`config.mk`:
```
export PLATFORM = sky130hd
export DESIGN_NAME = hdmi_frame_gate
export DESIGN_NICKNAME = d
export VERILOG_FILES = /design/src/rtl/hdmi_frame_gate.sv
export SDC_FILE = /design/constraint.sdc
export NUM_CORES = 1
export LEC_CHECK = 0
export ABC_AREA = 0
export ABC_CLOCK_PERIOD_IN_PS = 2730
export CAP_MARGIN = 10
export CORE_MARGIN = 4
export CORE_UTILIZATION = 43
export CTS_CLUSTER_DIAMETER = 120
export DETAILED_ROUTE_END_ITERATION = 10
export PLACE_DENSITY = 0.73
export REMOVE_ABC_BUFFERS = 1
export SLEW_MARGIN = 10
export SYNTH_ARGS = -nofsm -noshare
export SYNTH_HDL_FRONTEND = slang
export SYNTH_SLANG_ARGS = --single-unit
```
`constraint.sdc`:
```
create_clock -name clk -period 2.73 [get_ports clk]
set_clock_uncertainty 0.1 [all_clocks]
set_input_delay 0.819 -clock clk [delete_from_list [all_inputs] [get_ports clk]]
set_output_delay 0.819 -clock clk [all_outputs]
set_load 0.005 [all_outputs]
```
`src/rtl/hdmi_frame_gate.sv`:
```
// hdmi_frame_gate
//   Passes decoded HDMI pixels to the rx pixel FIFO only for whole, correctly
//   sized frames. Capture starts at the first line after a vsync rise, every
//   line is checked against HPIXELS and every frame against VLINES. Short or
//   long lines and FIFO overflow drop the rest of the frame and resync at the
//   next vsync.
//
// Ports
//   clk          receiver pixel clock (only clock)
//   rstbtn_n     asynchronous active-low reset
//   enable       level, permits frame capture
//   clr_err      pulse, clears line_err / overflow (a same-cycle set wins)
//   in_de/in_vsync/in_hsync, in_pixel[23:0]  decoder timing + {b,g,r}
//   fifo_full    downstream FIFO full flag
//   out_wr_en    FIFO write enable (registered, 1 cycle after the pixel)
//   out_data     {de, vsync, hsync, pixel} of the written pixel
//   started      high while streaming
//   frame_ok     1-cycle pulse per good frame
//   line_err, overflow  sticky error flags
//   frame_count  good frames, wraps at 255
module hdmi_frame_gate #(
  parameter logic [10:0] HPIXELS = 11'd640,
  parameter logic [10:0] VLINES  = 11'd480
) (
  input  logic        clk,
  input  logic        rstbtn_n,
  input  logic        enable,
  input  logic        clr_err,
  input  logic        in_de,
  input  logic        in_vsync,
  input  logic        in_hsync,
  input  logic [23:0] in_pixel,
  input  logic        fifo_full,
  output logic        out_wr_en,
  output logic [26:0] out_data,
  output logic        started,
  output logic        frame_ok,
  output logic        line_err,
  output logic        overflow,
  output logic [7:0]  frame_count
);

  typedef enum logic [1:0] {IDLE, SYNC, ARMED, STREAM} state_e;

  localparam logic [10:0] CNT_MAX = 11'h7FF;

  state_e      state_q, state_d;
  logic        de_q, vs_q;
  logic [10:0] hcnt_q, hcnt_d;
  logic [10:0] vcnt_q, vcnt_d;
  logic        wr_d, ok_d, lerr_set, ovf_set;
  logic        wr_q, ok_q, lerr_q, ovf_q;
  logic [26:0] data_q;
  logic [7:0]  fcnt_q;

  logic vs_rise, de_rise, de_fall;
  assign vs_rise = in_vsync & ~vs_q;
  assign de_rise = in_de & ~de_q;
  assign de_fall = ~in_de & de_q;

  always_comb begin
    state_d  = state_q;
    hcnt_d   = hcnt_q;
    vcnt_d   = vcnt_q;
    wr_d     = 1'b0;
    ok_d     = 1'b0;
    lerr_set = 1'b0;
    ovf_set  = 1'b0;
    case (state_q)
      IDLE: begin
        hcnt_d = '0;
        vcnt_d = '0;
        if (enable) state_d = SYNC;
      end
      SYNC: begin
        hcnt_d = '0;
        vcnt_d = '0;
        if (!enable)     state_d = IDLE;
        else if (vs_rise) state_d = ARMED;
      end
      ARMED: begin
        hcnt_d = '0;
        vcnt_d = '0;
        if (!enable) begin
          state_d = IDLE;
        end else if (vs_rise) begin
          // vsync beats a coinciding de edge; keep waiting for the first line
          state_d = ARMED;
        end else if (de_rise) begin
          // first pixel of the frame is treated exactly like a STREAM pixel
          if (fifo_full) begin
            ovf_set = 1'b1;
            state_d = SYNC;
          end else begin
            wr_d    = 1'b1;
            hcnt_d  = 11'd1;
            state_d = STREAM;
          end
        end
      end
      STREAM: begin
        if (vs_rise) begin
          // frame close; enable is only sampled here so a frame is never cut
          if (vcnt_q == VLINES) ok_d = 1'b1;
          else                  lerr_set = 1'b1;
          hcnt_d  = '0;
          vcnt_d  = '0;
          state_d = enable ? ARMED : IDLE;
        end else if (in_de) begin
          if (fifo_full) begin
            ovf_set = 1'b1;
            hcnt_d  = '0;
            vcnt_d  = '0;
            state_d = SYNC;
          end else begin
            wr_d = 1'b1;
            if (hcnt_q != CNT_MAX) hcnt_d = hcnt_q + 11'd1;
          end
        end else if (de_fall) begin
          hcnt_d = '0;
          if (hcnt_q != HPIXELS) begin
            lerr_set = 1'b1;
            vcnt_d   = '0;
            state_d  = SYNC;
          end else if (vcnt_q != CNT_MAX) begin
            vcnt_d = vcnt_q + 11'd1;
          end
        end
      end
      default: state_d = IDLE;
    endcase
  end

  always_ff @(posedge clk or negedge rstbtn_n) begin
    if (!rstbtn_n) begin
      state_q <= IDLE;
      de_q    <= 1'b0;
      vs_q    <= 1'b0;
      hcnt_q  <= '0;
      vcnt_q  <= '0;
      wr_q    <= 1'b0;
      data_q  <= '0;
      ok_q    <= 1'b0;
      lerr_q  <= 1'b0;
      ovf_q   <= 1'b0;
      fcnt_q  <= '0;
    end else begin
      state_q <= state_d;
      de_q    <= in_de;
      vs_q    <= in_vsync;
      hcnt_q  <= hcnt_d;
      vcnt_q  <= vcnt_d;
      wr_q    <= wr_d;
      if (wr_d) data_q <= {in_de, in_vsync, in_hsync, in_pixel};
      ok_q    <= ok_d;
      // set has priority over a coinciding clear
      lerr_q  <= lerr_set | (lerr_q & ~clr_err);
      ovf_q   <= ovf_set | (ovf_q & ~clr_err);
      fcnt_q  <= fcnt_q + 8'(ok_d);
    end
  end

  assign out_wr_en   = wr_q;
  assign out_data    = data_q;
  assign started     = (state_q == STREAM);
  assign frame_ok    = ok_q;
  assign line_err    = lerr_q;
  assign overflow    = ovf_q;
  assign frame_count = fcnt_q;

endmodule

```
==> results_dict.tcl <==
set metrics [dict create \
    launching_element_of_the_worst_setup_path "state_q[0]" \
    rr_startpoint "vcnt_q[0]" \
    ant_nets 0 \
    grt.overflow.total 0 \
    coreArea_mm2 0.00729 \
    setup_violations 0 \
    detail_route.first_pass.iterations 6 \
    route.vias.total 2536 \
    netlist_instances 276 \
    cts_buffers 9 \
    final_util_pct 60.6 \
    synth_enable_flop_cells 0 \
    level_count_of_the_clock_h_tree 3 \
    final-hold-violation-count 0 \
    synth_async_sr_flop_share_pct 100 \
    place_ws_ns -0.0815 \
    cell_area_after_synthesis_mm2 0.00324 \
    cts_tree "built" \
    crit_path_end_kind "output pin" \
    synth_ff_type "sky130_fd_sc_hd__dfrtp_1" \
    crit_path_max_fanout 7 \
    max_stage_delay_ns 0.54 \
    floorplan.initialDensity_pct 44.4 \
    relSlewSlack_pct 52.3 \
    grt_setup_unrepaired "no" \
    worst_ep_required_time_ns 1.81 \
    floorplan.die_area_mm2 0.00899 \
    antenna-diode-count 0 \
    postCtsSetupBuffers 0 \
    setup.worst_path.start_class "register" \
    clk_latency_ns 0.34 \
    post_cts_resized 0 \
    timing.critical_path.arrival_ns 1.56 \
    vdd_ir_drop_max_mv 0.305 \
    detail_route.vias_per_cell 5.38 \
    critPathKind "reg2out" \
    dieWidth_um 94.8 \
    floorplan.rows 31 \
    worst-path-buf-inv 2 \
    total_power_uw 2780 \
    layout-drive-gt1-share_pct 20.2 \
    number_of_library_cell_types_mapped_by_synthesis 46 \
    worst_path_max_delay_cell "sky130_fd_sc_hd__clkdlybuf4s50_1" \
    timing.critical_path.max_delay_family "buffers and inverters" \
    post-route-worst-setup-slack_ns 0.247 \
    number_of_buffers_added_to_fix_hold_violations_after_cts 0 \
    total_global_routing_track_utilization_pct 17.5 \
    seq_area_frac_synth_pct 50.2 \
    yosys_warnings 0 \
    detail_route.drc_violations 0 \
    cellPowerDensity_mw_per_mm2 629 \
    ioPinCount 72 \
    grt_first_pass_wirelength_um 12400 \
    flow.area_growth_from_synthesis_pct 36.3 \
    postRouteWirelength_um 7450 \
    gpl.final_weighted_congestion 0.886 \
    hpwlAfterDp_um 5640 \
    slew_viol_final 0 \
    maxCapViolations 0 \
    slew_at_the_pin_closest_to_its_max_slew_limit_ns 0.710 \
    dieHeight_um 94.8 \
    detail_route.iter0.violations 132 \
    clk_root_buffer_cell "sky130_fd_sc_hd__clkbuf_8" \
    port_buffers 71 \
    syn_avg_cell_area_um2 11.7 \
    run_status "finished, final reports clean" \
    period_needed_ns 2.48 \
    final_net_count 406 \
    holdCritStartpoint "out_data[26]" \
    first_global_vias 2541 \
    max_clock_freq_ghz 0.403 \
    clock-sinks 65 \
    min_path_type "reg2reg" \
    route.detailed.wl_per_inst_um 15.8 \
    ys_ff_latch 65 \
    largest_net_degree_at_the_start_of_global_routing 29 \
    number_of_antenna_violations_at_the_first_check_in_global_routing 0 \
    clk_transition_reported_paths_ns 0.07 \
    clockBufferDepth 2 \
    crit_chain "nand2_1, inv_1, clkdlybuf4s50_1" \
    final_min_period_over_clock_period_pct 90.9 \
    power.static_leakage_uw 0.00195 \
]
[placed cells by master, fill, tap and decap left out, types with 3 or more instances in the layout]
| cell type | n |
|---|---|
| sky130_fd_sc_hd__o211ai_1 | 5 |
| sky130_fd_sc_hd__mux2_4 | 20 |
| sky130_fd_sc_hd__o21ai_0 | 5 |
| sky130_fd_sc_hd__nand4_1 | 5 |
| sky130_fd_sc_hd__nand2b_1 | 4 |
| sky130_fd_sc_hd__or4_1 | 13 |
| sky130_fd_sc_hd__nand2_1 | 17 |
| sky130_fd_sc_hd__a31oi_1 | 3 |
| sky130_fd_sc_hd__buf_4 | 19 |
| sky130_fd_sc_hd__a21oi_1 | 17 |
| sky130_fd_sc_hd__and2_1 | 4 |
| sky130_fd_sc_hd__and4_1 | 3 |
| sky130_fd_sc_hd__nor2b_1 | 3 |
| sky130_fd_sc_hd__clkdlybuf4s50_1 | 70 |
| sky130_fd_sc_hd__clkbuf_8 | 9 |
| sky130_fd_sc_hd__inv_1 | 13 |
| sky130_fd_sc_hd__and3_1 | 6 |
| sky130_fd_sc_hd__mux2_2 | 8 |
| sky130_fd_sc_hd__nor2_1 | 3 |
| sky130_fd_sc_hd__mux2i_1 | 3 |
| sky130_fd_sc_hd__bufinv_16 | 3 |
| sky130_fd_sc_hd__nand3_1 | 13 |
| sky130_fd_sc_hd__dfrtp_1 | 65 |
| sky130_fd_sc_hd__buf_12 | 3 |
| sky130_fd_sc_hd__xnor2_1 | 4 |
| sky130_fd_sc_hd__nor3_1 | 7 |
| sky130_fd_sc_hd__ha_1 | 6 |
| sky130_fd_sc_hd__o31ai_1 | 10 |
[worst reg2reg max path: stages, from the launching register on]
cell                       delay (ns)
sky130_fd_sc_hd__dfrtp_1         0.44
sky130_fd_sc_hd__inv_1           0.08
sky130_fd_sc_hd__ha_1            0.16
sky130_fd_sc_hd__nor4bb_1        0.30
sky130_fd_sc_hd__and3_1          0.22
sky130_fd_sc_hd__and2_1          0.15
sky130_fd_sc_hd__ha_1            0.18
sky130_fd_sc_hd__ha_1            0.16
sky130_fd_sc_hd__and3_1          0.20
sky130_fd_sc_hd__nand3_1         0.10
sky130_fd_sc_hd__xnor2_1         0.13
[cells by family after synthesis]
kind of cell    count (synthesis)  share of synthesized area [%]
simple gates                   94                           18.9
compound gates                 49                           9.77
buf+inv                        25                           4.21
flops                          65                           50.2
xor+xnor                        6                           1.62
mux                            31                           13.0
fa+ha+maj                       6                           2.32
[path summary, 6_finish.rpt]
kind	end	slack, ns	depth (start not counted)
worst max-delay path	started	0.25	3
worst min-delay path	out_data[26]	0.37	1
worst max register to register	frame_count[6]	0.41	10
worst min register to register	out_data[26]	0.37	1
max in group asynchronous	out_data[26]	1.60	2
min in group asynchronous	frame_count[7]	0.39	1
[per-stage QoR]
stage,TNS (ns),area [um2],instances,hold WS [ns]
final,0,4420,471,0.365
after global routing,0,4420,471,0.402
after CTS,0,4420,471,0.371
after detailed placement,-0.471,4180,456,0.356
after global placement,-0.138,4180,456,0.350
after floorplan,0,3150,264,0.359
[cell type report]
type	count	area, um2
multi-input combinational	186	1480
inverter	13	48.8
clock buffer	9	124
tap	99	124
sequential	65	1630
fill	604	2880
clock inverter	6	108
timing repair buffer	93	908
[report_power, final]
part	switching, uW	internal [uW]
Sequential	79.8	1110
Clock	364	598
Combinational	181	448
[Yosys cell counts, drive strengths merged, types with 2 or more instances]
cell type / n / area (um2)
dfrtp: 65 / 1630
mux2: 28 / 390
a21oi: 17 / 85.1
nand2: 17 / 63.8
nand3: 15 / 85.1
inv: 13 / 48.8
or4: 13 / 97.6
buf: 11 / 83.8
o31ai: 10 / 75.1
nor3: 9 / 55.1
and3: 6 / 37.5
ha: 6 / 75.1
nor4: 6 / 80.1
o21ai: 6 / 33.8
nand4: 5 / 31.3
o211ai: 5 / 37.5
and2: 4 / 25.0
nand2b: 4 / 25.0
xnor2: 4 / 35.0
a31oi: 3 / 18.8
and4: 3 / 26.3
mux2i: 3 / 30.0
nor2: 3 / 11.3
nor2b: 3 / 18.8
o22ai: 2 / 12.5
or4b: 2 / 20.0
xor2: 2 / 17.5
[sequential cells by signal, indices dropped and copies added, names as in the netlist, 2 cells and up]
register	count
vcnt_q	11
out_data	27
state_q	2
frame_count	8
hcnt_q	11
[per-layer routing]
layer	vias to the layer above	wire, um	GRT usage (%)	part of all wire [%]
met2	98	3310	26.5	44
met1	1216	3470	24.0	47
li1	1215	-	-	-
met4	0	49	6.37	0.66
met5	-	0	0	0
met3	7	616	4.94	8.3
Power figures use the tool's default switching activity.
